<file path="config.mk">
export PLATFORM = sky130hd
export DESIGN_NAME = dsp_nco_sweep_ctrl
export DESIGN_NICKNAME = d
export VERILOG_FILES = /design/src/rtl/dsp_nco_sweep_ctrl.sv
export SDC_FILE = /design/constraint.sdc
export NUM_CORES = 1
export LEC_CHECK = 0
export ABC_CLOCK_PERIOD_IN_PS = 4600
export CAP_MARGIN = 20
export CORE_MARGIN = 3
export CORE_UTILIZATION = 40
export DETAILED_ROUTE_END_ITERATION = 12
export PLACE_DENSITY = 0.69
export SYNTH_ARGS = -nofsm -noshare
export SYNTH_HDL_FRONTEND = slang
export SYNTH_SLANG_ARGS = --single-unit
export TNS_END_PERCENT = 30
</file>
<file path="constraint.sdc">
create_clock -name clk -period 4.6 [get_ports clk]
set_input_delay 0.69 -clock clk [delete_from_list [all_inputs] [get_ports clk]]
set_output_delay 0.69 -clock clk [all_outputs]
set_load 0.05 [all_outputs]
</file>
<file path="src/rtl/dsp_nco_sweep_ctrl.sv">
// dsp_nco_sweep_ctrl: stepped-frequency sweep scheduler driving dsp_nco phi_inc/en.
module dsp_nco_sweep_ctrl #(
  parameter int PHI_WIDTH   = 32,
  parameter int DWELL_WIDTH = 16,
  parameter int STEP_WIDTH  = 16
) (
  input  logic                   clk,
  input  logic                   rst_n,
  input  logic                   start,
  input  logic                   abort,
  input  logic                   mode,
  input  logic [PHI_WIDTH-1:0]   phi_start,
  input  logic [PHI_WIDTH-1:0]   phi_step,
  input  logic [STEP_WIDTH-1:0]  step_count,
  input  logic [DWELL_WIDTH-1:0] dwell,
  output logic [PHI_WIDTH-1:0]   phi_inc,
  output logic                   nco_en,
  output logic                   busy,
  output logic                   step_stb,
  output logic                   wrap_stb,
  output logic                   done
);
  typedef enum logic {IDLE, RUN} state_t;
  state_t                 state;
  logic                   mode_q;
  logic [PHI_WIDTH-1:0]   start_q, step_q;
  logic [STEP_WIDTH-1:0]  n_q, idx;
  logic [DWELL_WIDTH-1:0] d_q, dcnt;
  always_ff @(posedge clk or negedge rst_n)
    if (!rst_n) begin
      state    <= IDLE;
      mode_q   <= 1'b0;
      start_q  <= '0;
      step_q   <= '0;
      n_q      <= '0;
      d_q      <= '0;
      idx      <= '0;
      dcnt     <= '0;
      phi_inc  <= '0;
      nco_en   <= 1'b0;
      busy     <= 1'b0;
      step_stb <= 1'b0;
      wrap_stb <= 1'b0;
      done     <= 1'b0;
    end else begin
      step_stb <= 1'b0;
      wrap_stb <= 1'b0;
      done     <= 1'b0;
      if (state == IDLE) begin
        if (start && !abort) begin
          state    <= RUN;
          mode_q   <= mode;
          start_q  <= phi_start;
          step_q   <= phi_step;
          n_q      <= step_count;
          d_q      <= dwell;
          idx      <= '0;
          dcnt     <= dwell;
          phi_inc  <= phi_start;
          nco_en   <= 1'b1;
          busy     <= 1'b1;
          step_stb <= 1'b1;
        end
      end else if (abort) begin
        state  <= IDLE;
        nco_en <= 1'b0;
        busy   <= 1'b0;
      end else if (dcnt != '0) begin
        dcnt <= dcnt - 1'b1;
      end else if (idx != n_q) begin
        phi_inc  <= phi_inc + step_q;
        idx      <= idx + 1'b1;
        dcnt     <= d_q;
        step_stb <= 1'b1;
      end else if (mode_q) begin
        phi_inc  <= start_q;
        idx      <= '0;
        dcnt     <= d_q;
        step_stb <= 1'b1;
        wrap_stb <= 1'b1;
      end else begin
        state  <= IDLE;
        nco_en <= 1'b0;
        busy   <= 1'b0;
        done   <= 1'b1;
      end
    end
endmodule

</file>
# Yosys cells after proc, flatten, opt, wreduce, memory -nomap -nowiden
# Index checks and enable logic that the tools add are counted.
# totals
elab_cells	75
in_bits	101
regBits	166
# op_classes
eq_ne	8
n_reduce_logical	8
muxes	42
n_addsub	3
n_bitwise	1
# ops
cell	count
two-way mux 16 bit	12
two-way mux 32 bit	6
adder 32 bit	1
two-way mux 1 bit	24
adder 16 x 1 -> 16 bit, second input constant	1
!= test 16 bit	1
nonzero test 16 bit	1
subtractor 16 x 1 -> 16 bit, second input constant	1
!= test 3 bit, second input constant	3
AND reduction 4 bit	2
!= test 2 bit, second input constant	2
!= test 4 x 1 -> 1 bit, second input constant	1
!= test 3 x 1 -> 1 bit, second input constant	1
AND reduction 3 bit	1
AND reduction 2 bit	1
nonzero test 2 bit	1
logical AND 1 bit	1
zero test 1 bit	1
inverter 1 bit	1

# Logic depth before layout (Yosys ltp)
# depth
word_depth	5
depth_mapped	14

# Least setup slack after synthesis
# OpenSTA, ideal clock, no wires.
# synth_timing
kind	flip-flop to flip-flop
startpoint	register phi_inc[0]
endpoint	register phi_inc[24]
stages_incl_launch_ff	12
slack_ns	1.678
arrival_time_ns	2.792
path_buffers	0
setup_ns	0.130
path_cell_list	dfrtp_1 > ha_1 > fa_1 > a211oi_1 > o21ai_0 > a211oi_1 > o21a_1 > o21a_1 > o211ai_1 > a31oi_1 > xor2_1 > o21ai_0
# synth_via
elab_chain_len	5
# synth_lines
item	line	text
start: declaration	16	output logic [PHI_WIDTH-1:0] phi_inc,
start signal: assignment	59	phi_inc <= phi_start;
start signal: assignment	71	phi_inc <= phi_inc + step_q;
start signal: assignment	76	phi_inc <= start_q;
adder 32 bit	71	
two-way mux 32 bit	70	end else if (idx != n_q) begin
two-way mux 32 bit	68	end else if (dcnt != '0) begin
two-way mux 32 bit	64	end else if (abort) begin
two-way mux 32 bit	49	if (state == IDLE) begin
# No other way between the ends. The select of a mux whose other input is x is not followed.
# A chain may end at the register's enable or synchronous reset.

# Worst setup path in the final report
# layout_timing
startpoint	register dcnt[7]
endpoint	register idx[4]
# layout_via
elab_chain_len	3
# layout_lines
item	line	text
start: declaration	28	logic [DWELL_WIDTH-1:0] d_q, dcnt;
start signal: assignment	58	dcnt <= dwell;
start signal: assignment	69	dcnt <= dcnt - 1'b1;
start signal: assignment	73	dcnt <= d_q;
nonzero test 16 bit	68	
!= test 2 bit (no source line)	n/a	
AND reduction 4 bit (no source line)	n/a	
end signal: assignment	72	idx <= idx + 1'b1;
end: declaration	27	logic [STEP_WIDTH-1:0] n_q, idx;
# No other way between the ends.

==> qor.csv <==
metric;value;unit
die_x;159.0;um
setup_viol;0;
finalWorstSetupSlack;1.356;ns
vias_per_cell;5.273;
maxCapViolations;0;
syn2layout_area_growth;24.68;%
h-tree-depth;4;
synth-seq-cells;166;
fin_nets;1362;
netlist_area;9369;um2
post-route-period-util;70.51;%
drv_slew;0;
hold_path.class;input port to async pin;
yosysWarnings;0;
arrival;3.57;ns
finalCriticalPeriod;3.244;ns
ys.flop_type;dfrtp_1;
start_util;41.01;%
rows;55;
cts.sinks;166;
cp.required;4.92;ns
drc;0;
drive_gt1_share;4.600;%
rsz0062_at_grt;false;
status;completed;
routed_wl;25120;um
grt_max_degree;92;
multi_input_area;4945;um2
top_level_ports;138;
die_area;25300;um2
post-place-ws;1.269;ns
crit_fanout;47;
max_slew_margin;31.46;%
antenna_cells;0;
vias;8184;
cts_buffers;17;
fill_cells;2190;
cts_root_buf;clkbuf_16;
hpwl;17870;um
skew;0.01710;ns
syn_nets;1250;
ys_types;63;
avgSynthCellArea;8.410;um2
leakage;5.483;nW
syn-instance-count;1114;
fmax;308.3;MHz
reg2reg_slack;1.36;ns
peakVddDrop;217.1;uV
cts_setup_buffers;0;
gp_congestion;0.9235;
p_per_area;467.4;nW/um2
fin_setup_tns;0;ns
drtIter0Drc;604;
async_flop_share;100.0;%
first_global_vias;8074;
post_cts_resized;0;
clock_latency;0.44;ns
fin_area;11680;um2
grt_pass1_wl;41930;um
dpl_cell_area;11010;um2
final_cells;1552;
final-seq-area;4155;um2
cts_hold_buf;0;
firstDrtPassIters;7;
cts_buffer_depth;2;
numPortBuffers;137;
hold_viol;0;
antenna_found_initial;0;
synth_edf_count;0;
track_usage;20.09;%
yosysSeqAreaShare;44.34;%
clk_pin_slew;0.07;ns
ant_nets;0;
grt_overflow;0;
wl_per_cell;16.19;um
dp.cells;1520;
crit_type;register to register;
die_h;159.0;um
worstMarginPinSlew;1.026;ns
start_kind;register;
cts_tree;yes;
core_area;22850;um2
end_kind;register;
[cell usage in the layout, fill, tap and decap left out, types with 17 or more instances in the layout]
master,n
nor2_1,66
xor2_1,31
mux2i_1,31
dfrtp_1,165
o21ai_0,88
xnor2_1,24
clkbuf_16,17
ha_1,34
nand3_1,17
nand2_1,340
clkdlybuf4s50_1,136
nand2b_1,17
a21oi_1,60
[path summary, 6_finish.rpt]
| check | start | to | cells past startpoint |
|---|---|---|---|
| setup / recovery | dcnt[7]$_DFFE_PN0P_ | idx[4]$_DFFE_PN0P_ | 8 |
| hold / removal | rst_n | start_q[8]$_DFFE_PN0P_ | 1 |
| setup reg to reg | dcnt[7]$_DFFE_PN0P_ | idx[4]$_DFFE_PN0P_ | 8 |
| hold reg to reg | start_q[15]$_DFFE_PN0P_ | start_q[15]$_DFFE_PN0P_ | 2 |
| max in group asynchronous | rst_n | start_q[23]$_DFFE_PN0P_ | 2 |
| min in group clk | start_q[15]$_DFFE_PN0P_ | start_q[15]$_DFFE_PN0P_ | 2 |
[worst max-delay path, stage by stage, from the launching register on]
cell	delay [ns]
dfrtp_1	0.44
or4_4	0.59
nor3_4	0.21
and4_1	0.33
o211ai_4	0.14
and2_4	0.34
inv_1	0.56
nand2_1	0.22
o31ai_1	0.26
[metal layers]
metal	track usage [%]	vias up	wire (um)
li1	-	4053	-
met1	28.02	3891	11590
met2	32.12	218	11690
met3	4.501	22	1502
met4	4.616	0	333
met5	0	-	0
[where the power goes]
group / switching (mW) / total (mW) / internal (mW)
Clock: 0.623 / 1.63 / 1.00
Sequential: 0.229 / 1.94 / 1.71
Combinational: 1.12 / 1.90 / 0.782
[area by class of cell]
class / instances / share of cell area (%)
well taps: 313 / 3.353
clock inverters: 13 / 1.864
flip-flops and latches: 166 / 35.57
clock buffers: 19 / 3.877
multi-input cells: 877 / 42.33
inverters: 15 / 0.4820
repair buffers: 149 / 12.52
[logic make-up (layout without fill, tap and decap cells)]
group	Yosys count	after routing	synth area share, %
fa+ha+maj	35	35	4.754
buf+inv	71	196	3.031
mux	32	32	3.432
compound gates	236	236	15.24
flops	166	166	44.34
xor+xnor	55	55	5.142
simple gates	519	519	24.07
[cell usage after synthesis, types with 3 or more instances]
library cell,instances,share of area [%]
nand2b_1,17,1.1
a2111oi_0,3,0.28
o221ai_1,4,0.37
buf_1,5,0.20
a21oi_1,61,3.3
dfrtp_1,166,44
clkbuf_1,46,1.8
o211ai_1,10,0.80
nor4_1,7,0.47
a21o_1,16,1.3
mux2i_1,31,3.3
a31oi_1,15,1.0
or3_1,8,0.53
o31ai_1,8,0.64
ha_1,34,4.5
o21a_1,4,0.32
nor2_1,67,2.7
a211oi_1,4,0.32
nand3_1,17,0.91
nand4_1,15,1.0
o21ai_0,88,4.7
xor2_1,31,2.9
and3_1,8,0.53
nand3b_1,7,0.56
inv_1,15,0.60
nand2_1,340,14
o21bai_1,3,0.24
xnor2_1,24,2.2
and4_1,5,0.47
nor3_1,13,0.69
[sequential cells by signal (all words and copies together), names as in the netlist, 16 cells and up]
| signal | flops |
|---|---|
| dcnt | 16 |
| d_q | 16 |
| n_q | 16 |
| start_q | 32 |
| idx | 16 |
| phi_inc | 32 |
| step_q | 32 |
[stage by stage]
| step | power, mW | utilization, % | hold slack, ns |
|---|---|---|---|
| 6_report | 5.460 | 51.13 | 0.2844 |
| 5_1_grt | 5.798 | 51.13 | 0.3522 |
| 4_1_cts | 5.488 | 51.13 | 0.3252 |
| 3_5_place_dp | 3.846 | 48.19 | 0.4520 |
| 3_3_place_gp | 3.818 | 48.19 | 0.4454 |
| 2_1_floorplan | 3.245 | - | 0.3944 |
Power figures use the tool's default switching activity.
